**src/rtl/root_tx_arbiter.sv**
```systemverilog
// Two-source round-robin injector for the root router port: each source owns a
// small packet FIFO with a saturating sent counter and a sticky overflow flag.

module root_tx_src #(
    parameter int FIFO_DEPTH = 2,
    parameter int CNT_WIDTH  = 16,
    parameter int W          = 36
) (
    input  logic                 clk,
    input  logic                 rst,
    input  logic                 tx_en,
    input  logic [W-1:0]         tx_data,
    output logic                 rdy,
    input  logic                 pop,
    output logic [W-1:0]         head,
    output logic                 not_empty,
    input  logic                 cnt_clear,
    output logic [CNT_WIDTH-1:0] sent_cnt,
    output logic                 ovf
);
    localparam int PW = $clog2(FIFO_DEPTH);

    logic [W-1:0]  mem [FIFO_DEPTH];
    logic [PW-1:0] wr_ptr, rd_ptr;
    logic [PW:0]   occ;
    logic          push;

    assign rdy       = occ < (PW+1)'(FIFO_DEPTH);
    assign not_empty = occ != '0;
    assign head      = mem[rd_ptr];
    assign push      = tx_en & rdy;

    // Storage is left unreset; occupancy alone defines which entries are live.
    always_ff @(posedge clk) begin
        if (push)
            mem[wr_ptr] <= tx_data;
    end

    always_ff @(posedge clk) begin
        if (rst) begin
            wr_ptr   <= '0;
            rd_ptr   <= '0;
            occ      <= '0;
            sent_cnt <= '0;
            ovf      <= 1'b0;
        end else begin
            if (push)
                wr_ptr <= wr_ptr + 1'b1;
            if (pop)
                rd_ptr <= rd_ptr + 1'b1;
            case ({push, pop})
                2'b10:   occ <= occ + 1'b1;
                2'b01:   occ <= occ - 1'b1;
                default: occ <= occ;
            endcase
            if (cnt_clear)
                sent_cnt <= '0;
            else if (pop && sent_cnt != '1)
                sent_cnt <= sent_cnt + 1'b1;
            if (cnt_clear)
                ovf <= 1'b0;
            else if (tx_en && !rdy)
                ovf <= 1'b1;
        end
    end
endmodule

module root_tx_arbiter #(
    parameter int FIFO_DEPTH = 2,
    parameter int CNT_WIDTH  = 16
) (
    input  logic                 clk,
    input  logic                 rst,
    input  logic                 src0_tx_en,
    input  logic [35:0]          src0_tx_data,
    output logic                 src0_rdy,
    input  logic                 src1_tx_en,
    input  logic [35:0]          src1_tx_data,
    output logic                 src1_rdy,
    input  logic                 router_rdy,
    output logic                 out_tx_en,
    output logic [35:0]          out_tx_data,
    input  logic                 cnt_clear,
    output logic [CNT_WIDTH-1:0] src0_sent_cnt,
    output logic [CNT_WIDTH-1:0] src1_sent_cnt,
    output logic                 src0_ovf,
    output logic                 src1_ovf
);
    localparam int NUM_SRC = 2;

    logic [NUM_SRC-1:0]                tx_en, rdy, pop, not_empty, ovf;
    logic [NUM_SRC-1:0][35:0]          tx_data, head;
    logic [NUM_SRC-1:0][CNT_WIDTH-1:0] sent_cnt;
    logic                              last_grant, gnt;

    assign tx_en   = {src1_tx_en, src0_tx_en};
    assign tx_data = {src1_tx_data, src0_tx_data};
    assign src0_rdy      = rdy[0];
    assign src1_rdy      = rdy[1];
    assign src0_sent_cnt = sent_cnt[0];
    assign src1_sent_cnt = sent_cnt[1];
    assign src0_ovf      = ovf[0];
    assign src1_ovf      = ovf[1];

    for (genvar g = 0; g < NUM_SRC; g++) begin : g_src
        root_tx_src #(
            .FIFO_DEPTH (FIFO_DEPTH),
            .CNT_WIDTH  (CNT_WIDTH),
            .W          (36)
        ) u_src (
            .clk       (clk),
            .rst       (rst),
            .tx_en     (tx_en[g]),
            .tx_data   (tx_data[g]),
            .rdy       (rdy[g]),
            .pop       (pop[g]),
            .head      (head[g]),
            .not_empty (not_empty[g]),
            .cnt_clear (cnt_clear),
            .sent_cnt  (sent_cnt[g]),
            .ovf       (ovf[g])
        );
    end

    // Tie goes to the source not served last; otherwise the only non-empty one.
    always_comb begin
        gnt = 1'b0;
        if (&not_empty)
            gnt = ~last_grant;
        else if (not_empty[1])
            gnt = 1'b1;
    end

    // Held low during reset so no stale head leaks out while queues are flushed.
    assign out_tx_en   = router_rdy & (|not_empty) & ~rst;
    assign out_tx_data = out_tx_en ? head[gnt] : '0;
    assign pop         = out_tx_en ? (gnt ? 2'b10 : 2'b01) : 2'b00;

    always_ff @(posedge clk) begin
        if (rst)
            last_grant <= 1'b1;
        else if (out_tx_en)
            last_grant <= gnt;
    end
endmodule

```
**config.mk**
```make
export PLATFORM = sky130hd
export DESIGN_NAME = root_tx_arbiter
export DESIGN_NICKNAME = d
export VERILOG_FILES = /design/src/rtl/root_tx_arbiter.sv
export SDC_FILE = /design/constraint.sdc
export NUM_CORES = 1
export LEC_CHECK = 0
export ABC_AREA = 1
export BUFFER_PORTS_ARGS = -buffer_cell sky130_fd_sc_hd__buf_2
export CAP_MARGIN = 20
export CORE_ASPECT_RATIO = 1.25
export CORE_MARGIN = 3
export CORE_UTILIZATION = 50
export DETAILED_ROUTE_END_ITERATION = 8
export PLACE_DENSITY = 0.75
export SLEW_MARGIN = 20
export SYNTH_ARGS = -nofsm -noshare
export SYNTH_HDL_FRONTEND = slang
export SYNTH_HIERARCHICAL = 1
export SYNTH_SLANG_ARGS = --single-unit
```
**constraint.sdc**
```tcl
create_clock -name clk -period 8.2 [get_ports clk]
set_input_delay 1.64 -clock clk [delete_from_list [all_inputs] [get_ports clk]]
set_output_delay 1.64 -clock clk [all_outputs]
set_load 0.03 [all_outputs]
```
Word level (Yosys, flattened, before mapping)
Memories as Yosys holds them, arrays and structs flattened. A register that Yosys moved wholly into a read port is not among the register bits.
Index checks and enable logic that the tools add are counted.
{ "op_classes": {"n_addsub": 10, "n_mul": 0, "n_div": 0, "magnitude_cmp": 3, "eq_ne": 6, "shifts": 0, "muxes": 17, "bitwise": 6, "reduce_logical": 13} }
{ "ops": {"columns": ["operator", "n"], "rows": [
  ["36-bit 2-to-1 mux", 3],
  ["16-bit by 1-bit adder with 16-bit output, second input constant", 2],
  ["16-bit != test, second input constant", 2],
  ["1-bit 2-to-1 mux", 10],
  ["2-bit case mux with 2 select lines", 2],
  ["2-bit nonzero test", 4],
  ["1-bit adder, second input constant", 4],
  ["2-bit by 1-bit adder with 2-bit output, second input constant", 2],
  ["1-bit bitwise AND", 4],
  ["2-bit by 1-bit == test with 1-bit output, second input constant", 2],
  ["2-bit == test, second input constant", 2],
  ["1-bit logical AND", 4],
  ["2-bit < comparator, second input constant", 2],
  ["2-bit 2-to-1 mux", 2],
  ["2-bit OR reduction", 2],
  ["2-bit by 1-bit subtractor with 2-bit output, second input constant", 2],
  ["1-bit zero test", 2],
  ["1-bit by 2-bit < comparator with 1-bit output, second input constant", 1],
  ["1-bit inverter", 2],
  ["2-bit AND reduction", 1]
]} }
{ "word_totals": {"register_bits": 43, "latchBits": 0, "mem_bits_rw": 144, "mem_bits_ro": 0, "inputBits": 78, "output_inout_bits": 73, "mem_count": 2} }
{ "memory_table": {"columns": ["memory", "words", "word_bits", "rd", "rd_ports_with_merged_regs", "write_ports", "line_no", "text"], "rows": [
  ["g_src[0].u_src.mem", 2, 36, 1, 1, 1, "23", "logic [W-1:0] mem [FIFO_DEPTH];"],
  ["g_src[1].u_src.mem", 2, 36, 1, 1, 1, "23", null]
]} }

Logic depth before layout (Yosys ltp)
Gate-level depths: netlist (run 1).
{ "depth": {"ltp_word": 7, "ltp_mapped": 15, "ltp_nobuf": 14} }

By module
The synthesis (run 1) kept the hierarchy.
{ "modules_own_cells": {"columns": ["mod", "instances", "cells_per_inst", "area_each_um2", "seq_area_each_um2"], "rows": [
  ["root_tx_src", 2, 295, 3852.4, 2602.5],
  ["root_tx_arbiter", 1, 140, 790.8, 20.0]
]} }

Least setup slack after synthesis (run 1)
No wires, ideal clock.
{ "synth_path": {"path_kind": "input-to-output", "from": "input port rst", "to": "output port out_tx_data[26]", "arrival_ps": 2441, "path_slack_ps": 4119, "stages": 4, "path_cell_list": "inv_1 > nand3_2 > buf_2 > a21oi_1"} }
{ "synth_between": {"elab_chain_cells": 3} }
{ "synth_rtl": {"columns": ["element", "line_no", "text"], "rows": [
  ["start: declaration", "73", "input logic rst,"],
  ["1-bit inverter", "135", "assign out_tx_en = router_rdy & (|not_empty) & ~rst;"],
  ["1-bit bitwise AND", "135", null],
  ["36-bit 2-to-1 mux", "136", "assign out_tx_data = out_tx_en ? head[gnt] : '0;"],
  ["end: declaration", "82", "output logic [35:0] out_tx_data,"]
]} }
Every way passes these cells.

Worst setup path after layout (run 1)
{ "layout_path": {"from": "input port rst", "to": "output port out_tx_data[5]"} }
Same word-level chain as after synthesis.

==> flow_metrics.py, run 1 <==
metrics = {
    "status": {
        "status": "completed",
    },
    "layout": {
        "fin_util_pct": 61.13,
        "finish.instance_area_mm2": 0.01002,
        "regArea_mm2": 0.005226,
        "nets": 962,
        "final_layout_size_suffix_gt1_share_pct": 38.63,
        "n_antenna_cell": 0,
        "fin_cells": 1109,
        "synthToLayoutAreaGrowth_pct": 17.98,
        "n_fill_cell": 1367,
        "multi_input_area_mm2": 0.002937,
    },
    "power": {
        "seqPwrFrac_pct": 48.6,
        "clkPwrFrac_pct": 34.9,
        "total_power_uw": 2325,
        "leakage_uw": 0.003990,
        "powerDensity_mw_per_mm2": 232.0,
        "p_sw_share_pct": 27.23,
        "irDropWorstVdd_uv": 112.3,
        "p_comb_share_pct": 16.6,
        "p_int_uw": 1692,
        "p_sw_uw": 633.2,
    },
    "clocking": {
        "cts_buffers": 17,
        "cts_buffer_depth": 2,
        "cts_setup_buffers": 0,
        "clk_latency_ps": 420,
        "cts.repair.resized": 0,
        "clock-sinks": 189,
        "cts-hold-fix-buffers": 0,
        "clkTransAtPathRegs_ps": 70,
        "cts_tree": "done",
        "cts_max_level": 4,
        "cts-root-buf": "clkbuf_16",
    },
    "flow_run": {
        "maxCapViolCount": 0,
    },
    "critical_path": {
        "critPathMostFrequentCell": "buf_2",
        "cpPeakStageDelay_ps": 420,
        "r2r_slack_ps": 4750,
        "crit_path_end_kind": "output port",
        "rr_startpoint": "g_src[0].u_src/occ[1]",
        "cp_max_fo": 21,
        "critPathBufInv": 4,
        "worst_path_dominant_cell_family": "buffers and inverters",
        "crit_path_start_kind": "input pin",
        "crit_path_cell_trace": "buf_2 > inv_1 > nand3_2 > buf_16 > a21oi_1 > buf_2",
        "cp.required_ps": 6560,
        "reg2regPathDepth": 11,
        "crit_type": "input pin to output port",
        "slowest_stage": "nand3_2",
        "worstPathArrival_ps": 3120,
        "r2r_end": "g_src[0].u_src/occ[1]",
    },
    "yosys": {
        "synth_common_cells": "144 x edfxtp_1, 107 x nand2_1, 81 x nor2_1",
        "synth_ff_type": "edfxtp_1",
        "syn_avg_cell_area_um2": 11.64,
        "synth-seq-area-share_pct": 61.50,
        "ys_ff_latch": 189,
        "async_flop_share_pct": 0,
        "synth.distinct_cells": 30,
        "synth_top_area_cell": "edfxtp_1",
        "synth_area_leaders": "edfxtp_1 51%, dfxtp_1 11%, mux2_2 9.5%, nand2_1 4.7%, nand3_1 4.1%",
        "syn-num-nets": 812,
        "synth_edf_count": 144,
        "syn_inst": 730,
        "synth_most_common_cell": "edfxtp_1",
        "ys.warnings.count": 6,
        "syn_area_mm2": 0.008496,
        "synth_top_area_share_pct": 50.90,
    },
    "sta": {
        "hold_viol_final": 0,
        "setup_tns_ps": 0,
        "relSlewSlack_pct": 35.80,
        "finalCriticalPeriod_ps": 4758,
        "finalClockSkew_ps": 7.916,
        "max_clock_freq_ghz": 0.2102,
        "rsz0062_at_grt": "false",
        "maxSlewViolCount": 0,
        "max_slew.worst_pin.slew_ps": 962.9,
        "setup_viol": 0,
        "fin_crit_sh_pct": 58.02,
    },
    "min_path": {
        "hp-start": "g_src[0].u_src/ovf",
        "min_delay_path_depth": 2,
        "hp-class": "flip-flop to flip-flop",
        "hold_end": "g_src[0].u_src/ovf",
    },
    "drt": {
        "drtPass1Iterations": 4,
        "routed_via_density": 5.269,
        "totalWireLength_um": 17940,
        "avgRoutedWirePerCell_um": 16.17,
        "via_count": 5843,
        "antenna_left": 0,
        "dr.first_iter.drc_count": 361,
        "drc": 0,
    },
    "placement": {
        "gp_congestion": 0.8057,
        "placed_area_mm2": 0.009390,
        "dp_cells": 1075,
        "io_buffer_count": 150,
        "place_hpwl_um": 12040,
    },
    "global_route": {
        "grt_overflow": 0,
        "grt_pass1_vias": 5667,
        "grt_pass1_wl_um": 28350,
        "grt_usage_pct": 19.84,
        "grt_max_degree": 40,
        "antenna_found_initial": 2,
    },
    "floorplan": {
        "die_area_mm2": 0.01860,
        "die_w_um": 122.6,
        "rows": 52,
        "dieHeight_um": 151.7,
        "io_pins": 151,
        "core-area_mm2": 0.01640,
        "start_util_pct": 51.82,
    },
}
power by group through the flow:
stage,logic [uW],clock network (uW),registers (uW)
after global placement,379,0,1150
after floorplan,286,0,1140
after detailed placement,384,0,1150
after global routing,421,873,1140
final,386,810,1130
after CTS,386,829,1130
kinds of logic after synthesis:
logic type,Yosys count,share of synthesized area (%)
buf+inv,71,4.286
flops,189,61.50
compound gates,74,5.331
mux,72,9.543
xor+xnor,2,0.2062
simple gates,318,18.54
fa+ha+maj,4,0.5891
tightest hold or removal path, delay by kind of cell (launching register included):
family,cells,cell delay (ps)
AOI/OAI and AO/OA,1,90
buffers and inverters,1,50
DFF,1,330
routing by layer:
layer / up-vias / wire length [um] / GRT usage, %
met5: - / 27 / 0
met4: 4 / 283 / 7.171
met3: 25 / 1088 / 4.864
met2: 166 / 9272 / 35.32
met1: 2800 / 7264 / 23.18
li1: 2848 / - / -
final cells by class:
type	count	share of cell area (%)
multi-input cells	470	29.30
clock buffers	18	4.282
inverters	45	1.685
clock inverters	14	1.560
repair buffers	157	8.339
flip-flops and latches	189	52.14
well taps	216	2.696
registers in the layout, summed over array words and instances, names as in the netlist, named ones only:
name                  flops
g_src.u_src/occ           4
g_src.u_src/wr_ptr        2
g_src.u_src/mem         144
g_src.u_src/rd_ptr        2
g_src.u_src/ovf           2
g_src.u_src/sent_cnt     32
last_grant                1
layout by cell type (no fill, tap or decap), types with 2 or more instances in the layout:
cell type,n
clkinv_2,2
nor2_8,4
clkbuf_16,17
clkinv_4,2
o21ai_1,8
inv_2,15
mux2_2,72
dfxtp_1,44
nand3_4,2
edfxtp_1,144
xnor2_1,2
nand2_4,7
inv_6,4
buf_2,150
nand3_2,3
a21oi_1,40
nand2_1,107
nor3_1,8
inv_1,30
nor2_4,10
ha_1,4
a21oi_2,20
buf_4,5
o21bai_1,2
nor2_1,77
a31oi_1,2
o21ai_0,2
inv_8,2
bufinv_16,2
nand4_1,4
nand3_1,70
nor2_2,8
and2_1,2
nand2_2,15
through the flow:
stage | setup WS [ps] | hold WS, ps
2_1_floorplan | 4119 | 480.3
3_3_place_gp | 3199 | 454.4
3_5_place_dp | 3073 | 472.5
4_1_cts | 3074 | 496.3
5_1_grt | 3348 | 539.6
6_report | 3442 | 490.1
how the worst max path moves through the flow:
stage / from / endpoint / cells past startpoint
3_3_place_gp: rst / out_tx_data[4] / 5
3_5_place_dp: rst / out_tx_data[35] / 5
5_1_grt: rst / out_tx_data[5] / 6
2_1_floorplan: rst / out_tx_data[26] / 4
6_report: rst / out_tx_data[5] / 6
4_1_cts: rst / out_tx_data[5] / 5
(Power assumes the default switching activity.)
==> inputs of run 2 (changes only) <==
Settings changed: PLACE_DENSITY 0.75 to 0.77.
Clock period 8.2 ns to 4.3 ns, I/O delays scaled along.
==> run 2 against run 1 <==
  * Non-clock buffer count stayed put
  * Combinational power increased by 85%
  * Sequential share of layout area grew 0.14 points
  * Sequential cell count unchanged
  * Worst setup slack got worse by 2400 ps
  * Critical path type unchanged
  * Largest cell class unchanged
  * Largest power group unchanged
==> flow_metrics.py, run 2 (same netlist as run 1, synthesis figures left out) <==
metrics = {
    "sta": {
        "max_slew.worst_pin.slew_ps": 939.2,
        "finalCriticalPeriod_ps": 3265,
        "hold_viol_final": 0,
        "setup_viol": 0,
        "hold_ws_ps": 475.3,
        "rsz0062_at_grt": "false",
        "finalClockSkew_ps": 10.31,
        "max_clock_freq_ghz": 0.3063,
        "fin_crit_sh_pct": 75.93,
        "relSlewSlack_pct": 37.39,
        "setup_tns_ps": 0,
        "maxSlewViolCount": 0,
    },
    "clocking": {
        "cts_setup_buffers": 0,
        "clk_latency_ps": 430,
        "cts-root-buf": "clkbuf_16",
        "cts_buffer_depth": 2,
        "cts_buffers": 17,
        "clock-sinks": 189,
        "clkTransAtPathRegs_ps": 70,
        "cts.repair.resized": 0,
        "cts_tree": "done",
        "cts-hold-fix-buffers": 0,
        "cts_max_level": 4,
    },
    "layout": {
        "final_common_cell": "buf_2",
        "synthToLayoutAreaGrowth_pct": 17.69,
        "nets": 962,
        "finish.instance_area_mm2": 0.009998,
        "top_register": "g_src.u_src/mem",
        "final_cell_mix": "150 x buf_2, 144 x edfxtp_1, 106 x nand2_1, 77 x nor2_1, 72 x mux2_2",
        "top_regs": "g_src.u_src/mem (144), g_src.u_src/sent_cnt (32), g_src.u_src/occ (4)",
        "n_antenna_cell": 0,
        "final_layout_size_suffix_gt1_share_pct": 39.08,
        "largest_register_ffs": 144,
    },
    "floorplan": {
        "rows": 52,
        "dieHeight_um": 151.7,
        "die_w_um": 122.6,
        "start_util_pct": 51.82,
        "io_pins": 151,
        "die_area_mm2": 0.01860,
        "core-area_mm2": 0.01640,
    },
    "flow_run": {
        "maxCapViolCount": 0,
    },
    "global_route": {
        "grt_max_degree": 39,
        "antenna_found_initial": 0,
        "grt_pass1_vias": 5702,
        "grt_usage_pct": 20.01,
        "grt_pass1_wl_um": 28620,
        "grt_overflow": 0,
    },
    "drt": {
        "drtPass1Iterations": 4,
        "drc": 0,
        "avgRoutedWirePerCell_um": 16.43,
        "dr.first_iter.drc_count": 379,
        "antenna_left": 0,
        "totalWireLength_um": 18220,
        "routed_via_density": 5.206,
        "via_count": 5773,
    },
    "critical_path": {
        "reg2regPathDepth": 11,
        "crit_path_end_kind": "output port",
        "crit_path_start_kind": "input pin",
        "cp_max_fo": 20,
        "worstPathArrival_ps": 2410,
        "r2r_slack_ps": 1400,
        "r2r_end": "g_src[0].u_src/occ[1]",
        "rr_startpoint": "g_src[1].u_src/occ[1]",
        "cp.required_ps": 3440,
        "crit_type": "input pin to output port",
    },
    "min_path": {
        "hold_end": "g_src[0].u_src/ovf",
        "hp-start": "g_src[0].u_src/ovf",
        "hp-class": "flip-flop to flip-flop",
        "min_delay_path_depth": 2,
    },
    "power": {
        "powerDensity_mw_per_mm2": 441.5,
        "leakage_uw": 0.003970,
        "irDropWorstVdd_uv": 290.7,
    },
    "placement": {
        "gp_congestion": 0.7979,
        "io_buffer_count": 150,
        "place_hpwl_um": 12500,
        "placed_area_mm2": 0.009422,
    },
    "status": {
        "status": "completed",
    },
}
[run 2: worst max path at each step]
stage                                     start                        to  slack [ps]
after floorplan                      src0_tx_en  g_src[0].u_src/mem[1][0]        1360
after global placement                      rst     g_src[0].u_src/occ[1]        1060
after detailed placement                    rst     g_src[0].u_src/occ[1]        1010
after CTS                                   rst            out_tx_data[5]        1010
after global routing      g_src[0].u_src/occ[1]            out_tx_data[5]         890
final                                       rst            out_tx_data[5]        1030
[run 2: final cells by class]
type,count,area (um^2)
Sequential cell,189,5228
Timing Repair Buffer,157,815.8
Multi-Input combinational cell,470,2939
Clock inverter,15,151.4
Inverter,45,168.9
Fill cell,1332,6397
Clock buffer,17,425.4
Tap cell,216,270.3
[run 2: power by group]
group / internal (uW) / total, uW / switching, uW
logic: 246 / 713 / 467
clock network: 817 / 1530 / 713
registers: 2110 / 2170 / 62.6
[run 2: critical path, cell delays in order]
cell and delay [ps]:
buf_2 210, inv_1 120, nand3_2 410, buf_4 420
a21oi_1 150, buf_2 210
[run 2: through the flow]
stage | cells | total power, uW | setup WS (ps) | util [%]
6_report | 1109 | 4414 | 1035 | 60.98
5_1_grt | 1109 | 4610 | 894.5 | 60.98
4_1_cts | 1109 | 4466 | 1014 | 60.98
3_5_place_dp | 1077 | 2934 | 1012 | 57.46
3_3_place_gp | 1076 | 2913 | 1059 | 57.34
2_1_floorplan | 730 | 2728 | 1359 | -
[run 2: metal layers]
layer	routed length (um)	track usage (%)
met5	0	0
met4	274	6.275
met3	1069	5.459
met2	9291	34.75
met1	7582	24.25
==> inputs of run 3 (changes only) <==
Clock period 4.3 ns to 2.72 ns, I/O delays scaled along.
==> run 3 against run 2 <==
  * Combinational power is 70% higher
  * First-iteration DRC count is 6.3% lower
  * Die area stayed put
  * Hold slack worse by 180 ps
  * Register-to-register slack worse by 850 ps
==> flow_metrics.py, run 3 (same netlist as run 1, synthesis figures left out) <==
metrics = {
    "clocking": {
        "clock-sinks": 189,
        "cts_buffer_depth": 2,
        "clk_latency_ps": 430,
        "cts_tree": "done",
        "cts-root-buf": "clkbuf_16",
        "cts_buffers": 17,
        "cts_max_level": 4,
        "clkTransAtPathRegs_ps": 70,
        "cts-hold-fix-buffers": 0,
    },
    "floorplan": {
        "core-area_mm2": 0.01640,
        "io_pins": 151,
        "rows": 52,
        "die_area_mm2": 0.01860,
        "die_w_um": 122.6,
        "start_util_pct": 51.82,
        "dieHeight_um": 151.7,
    },
    "layout": {
        "final_layout_size_suffix_gt1_share_pct": 39.69,
        "top_regs": "g_src.u_src/mem (144), g_src.u_src/sent_cnt (32), g_src.u_src/occ (4)",
        "nets": 971,
        "final_cell_mix": "150 x buf_2, 144 x edfxtp_1, 106 x nand2_1, 77 x nor2_1, 72 x mux2_2",
        "synthToLayoutAreaGrowth_pct": 19.54,
        "finish.instance_area_mm2": 0.01016,
        "largest_register_ffs": 144,
        "top_register": "g_src.u_src/mem",
        "final_common_cell": "buf_2",
    },
    "critical_path": {
        "cp.required_ps": 2180,
        "worstPathArrival_ps": 2020,
        "rr_startpoint": "g_src[0].u_src/occ[1]",
        "crit_path_end_kind": "output port",
        "setup.worst_path.start": "g_src[1].u_src/occ[1]",
        "crit_type": "flip-flop to output port",
        "crit_path_cell_trace": "inv_1 > nand2_4 > inv_2 > nand2_1 > nand3_2 > buf_4 > a21oi_1 > buf_2",
        "cp_max_fo": 14,
        "slowest_stage": "dfxtp_1",
        "r2r_slack_ps": 550,
        "crit_path_start_kind": "flip-flop",
        "cpPeakStageDelay_ps": 350,
    },
    "power": {
        "p_sw_uw": 1975,
        "clkPwrFrac_pct": 34.5,
        "p_sw_share_pct": 28.01,
        "total_power_uw": 7050,
        "p_comb_share_pct": 17.2,
        "seqPwrFrac_pct": 48.3,
        "irDropWorstVdd_uv": 455.5,
        "leakage_uw": 0.004042,
        "p_int_uw": 5076,
        "powerDensity_mw_per_mm2": 694.2,
    },
    "drt": {
        "via_count": 5831,
        "antenna_left": 0,
        "drtPass1Iterations": 4,
        "routed_via_density": 5.211,
        "drc": 0,
        "dr.first_iter.drc_count": 355,
        "totalWireLength_um": 18300,
        "avgRoutedWirePerCell_um": 16.35,
    },
    "global_route": {
        "grt_usage_pct": 19.95,
        "antenna_found_initial": 1,
        "grt_pass1_vias": 5771,
        "grt_overflow": 0,
        "grt_pass1_wl_um": 28370,
        "grt_max_degree": 37,
    },
    "sta": {
        "maxSlewViolCount": 0,
        "max_slew.worst_pin.slew_ps": 533.5,
        "setup_slack_ps": 157.9,
        "rsz0062_at_grt": "true",
        "hold_viol_final": 0,
        "fin_crit_sh_pct": 94.19,
        "max_clock_freq_ghz": 0.3903,
        "setup_viol": 0,
        "relSlewSlack_pct": 64.35,
        "finalClockSkew_ps": 9.286,
        "finalCriticalPeriod_ps": 2562,
    },
    "placement": {
        "io_buffer_count": 150,
        "dp_slack_ps": 446.8,
        "place_hpwl_um": 12990,
        "placed_area_mm2": 0.009552,
        "gp_congestion": 0.8766,
    },
    "min_path": {
        "hp-start": "src1_tx_data[22]",
        "hp-class": "input pin to flip-flop",
    },
    "status": {
        "status": "completed",
    },
    "flow_run": {
        "maxCapViolCount": 0,
    },
}
-- run 3: cell types whose count changed in the layout (fill, tap and decap cells not counted) --
cell / delta
buf_12: +5
buf_4: +3
buf_8: +1
clkinv_4: +1
clkinv_8: -1
clkinvlp_4: -1
diode_2: +1
inv_6: -3
inv_8: +4
nand2_2: -1
nand2_8: +1
-- run 3: power by group through the flow --
stage	Sequential (uW)	Clock [uW]	Combinational, uW
after floorplan	3450	0	863
after global placement	3460	0	1190
after detailed placement	3470	0	1210
after CTS	3410	2490	1210
after global routing	3420	2600	1330
final	3400	2430	1210
-- run 3: path summary, 6_finish.rpt --
kind | depth (start not counted) | end
hold / removal | 1 | g_src[1].u_src/mem[0][22]
setup / recovery | 8 | out_tx_data[27]
hold reg to reg | 2 | g_src[0].u_src/ovf
setup reg to reg | 12 | g_src[1].u_src/occ[1]
-- run 3: area by class of cell --
cell class / count / area, um^2
Fill cell: 1347 / 6240
Sequential cell: 189 / 5228
Multi-Input combinational cell: 470 / 2953
Timing Repair Buffer: 166 / 953.4
Clock buffer: 17 / 425.4
Tap cell: 216 / 270.3
Inverter: 45 / 168.9
Clock inverter: 15 / 155.1
Antenna cell: 1 / 2.502
-- run 3: through the flow --
step	hold WS [ps]	std cells	util, %	setup TNS, ps
after floorplan	480.3	730	-	0
after global placement	454.1	1086	58.26	0
after detailed placement	473.6	1086	58.26	0
after CTS	279.0	1118	61.80	0
after global routing	286.0	1119	61.94	-19.72
final	298.2	1119	61.94	0
-- run 3: worst max-delay path: cells and delay by family, from the launching register on --
kind            cells  cell delay (ps)
compound gates      1              200
buf+inv             4              650
flops               1              350
simple gates        3              390
-- run 3: per-layer routing --
metal	wire (um)	part of all wire (%)	vias to the layer above	global-route usage, %
met5	0	0	-	0
met4	264	1.4	0	6.387
met3	1326	7.2	19	5.421
met2	9563	52	145	35.98
met1	7141	39	2795	22.92
li1	-	-	2872	-
-- run 3: timing repair --
action                                  in CTS  in global routing
endpoints found under the setup margin       0                 22
setup buffers                                0                  0
gates resized for setup                      0                  4
hold endpoints to repair                     0                  0
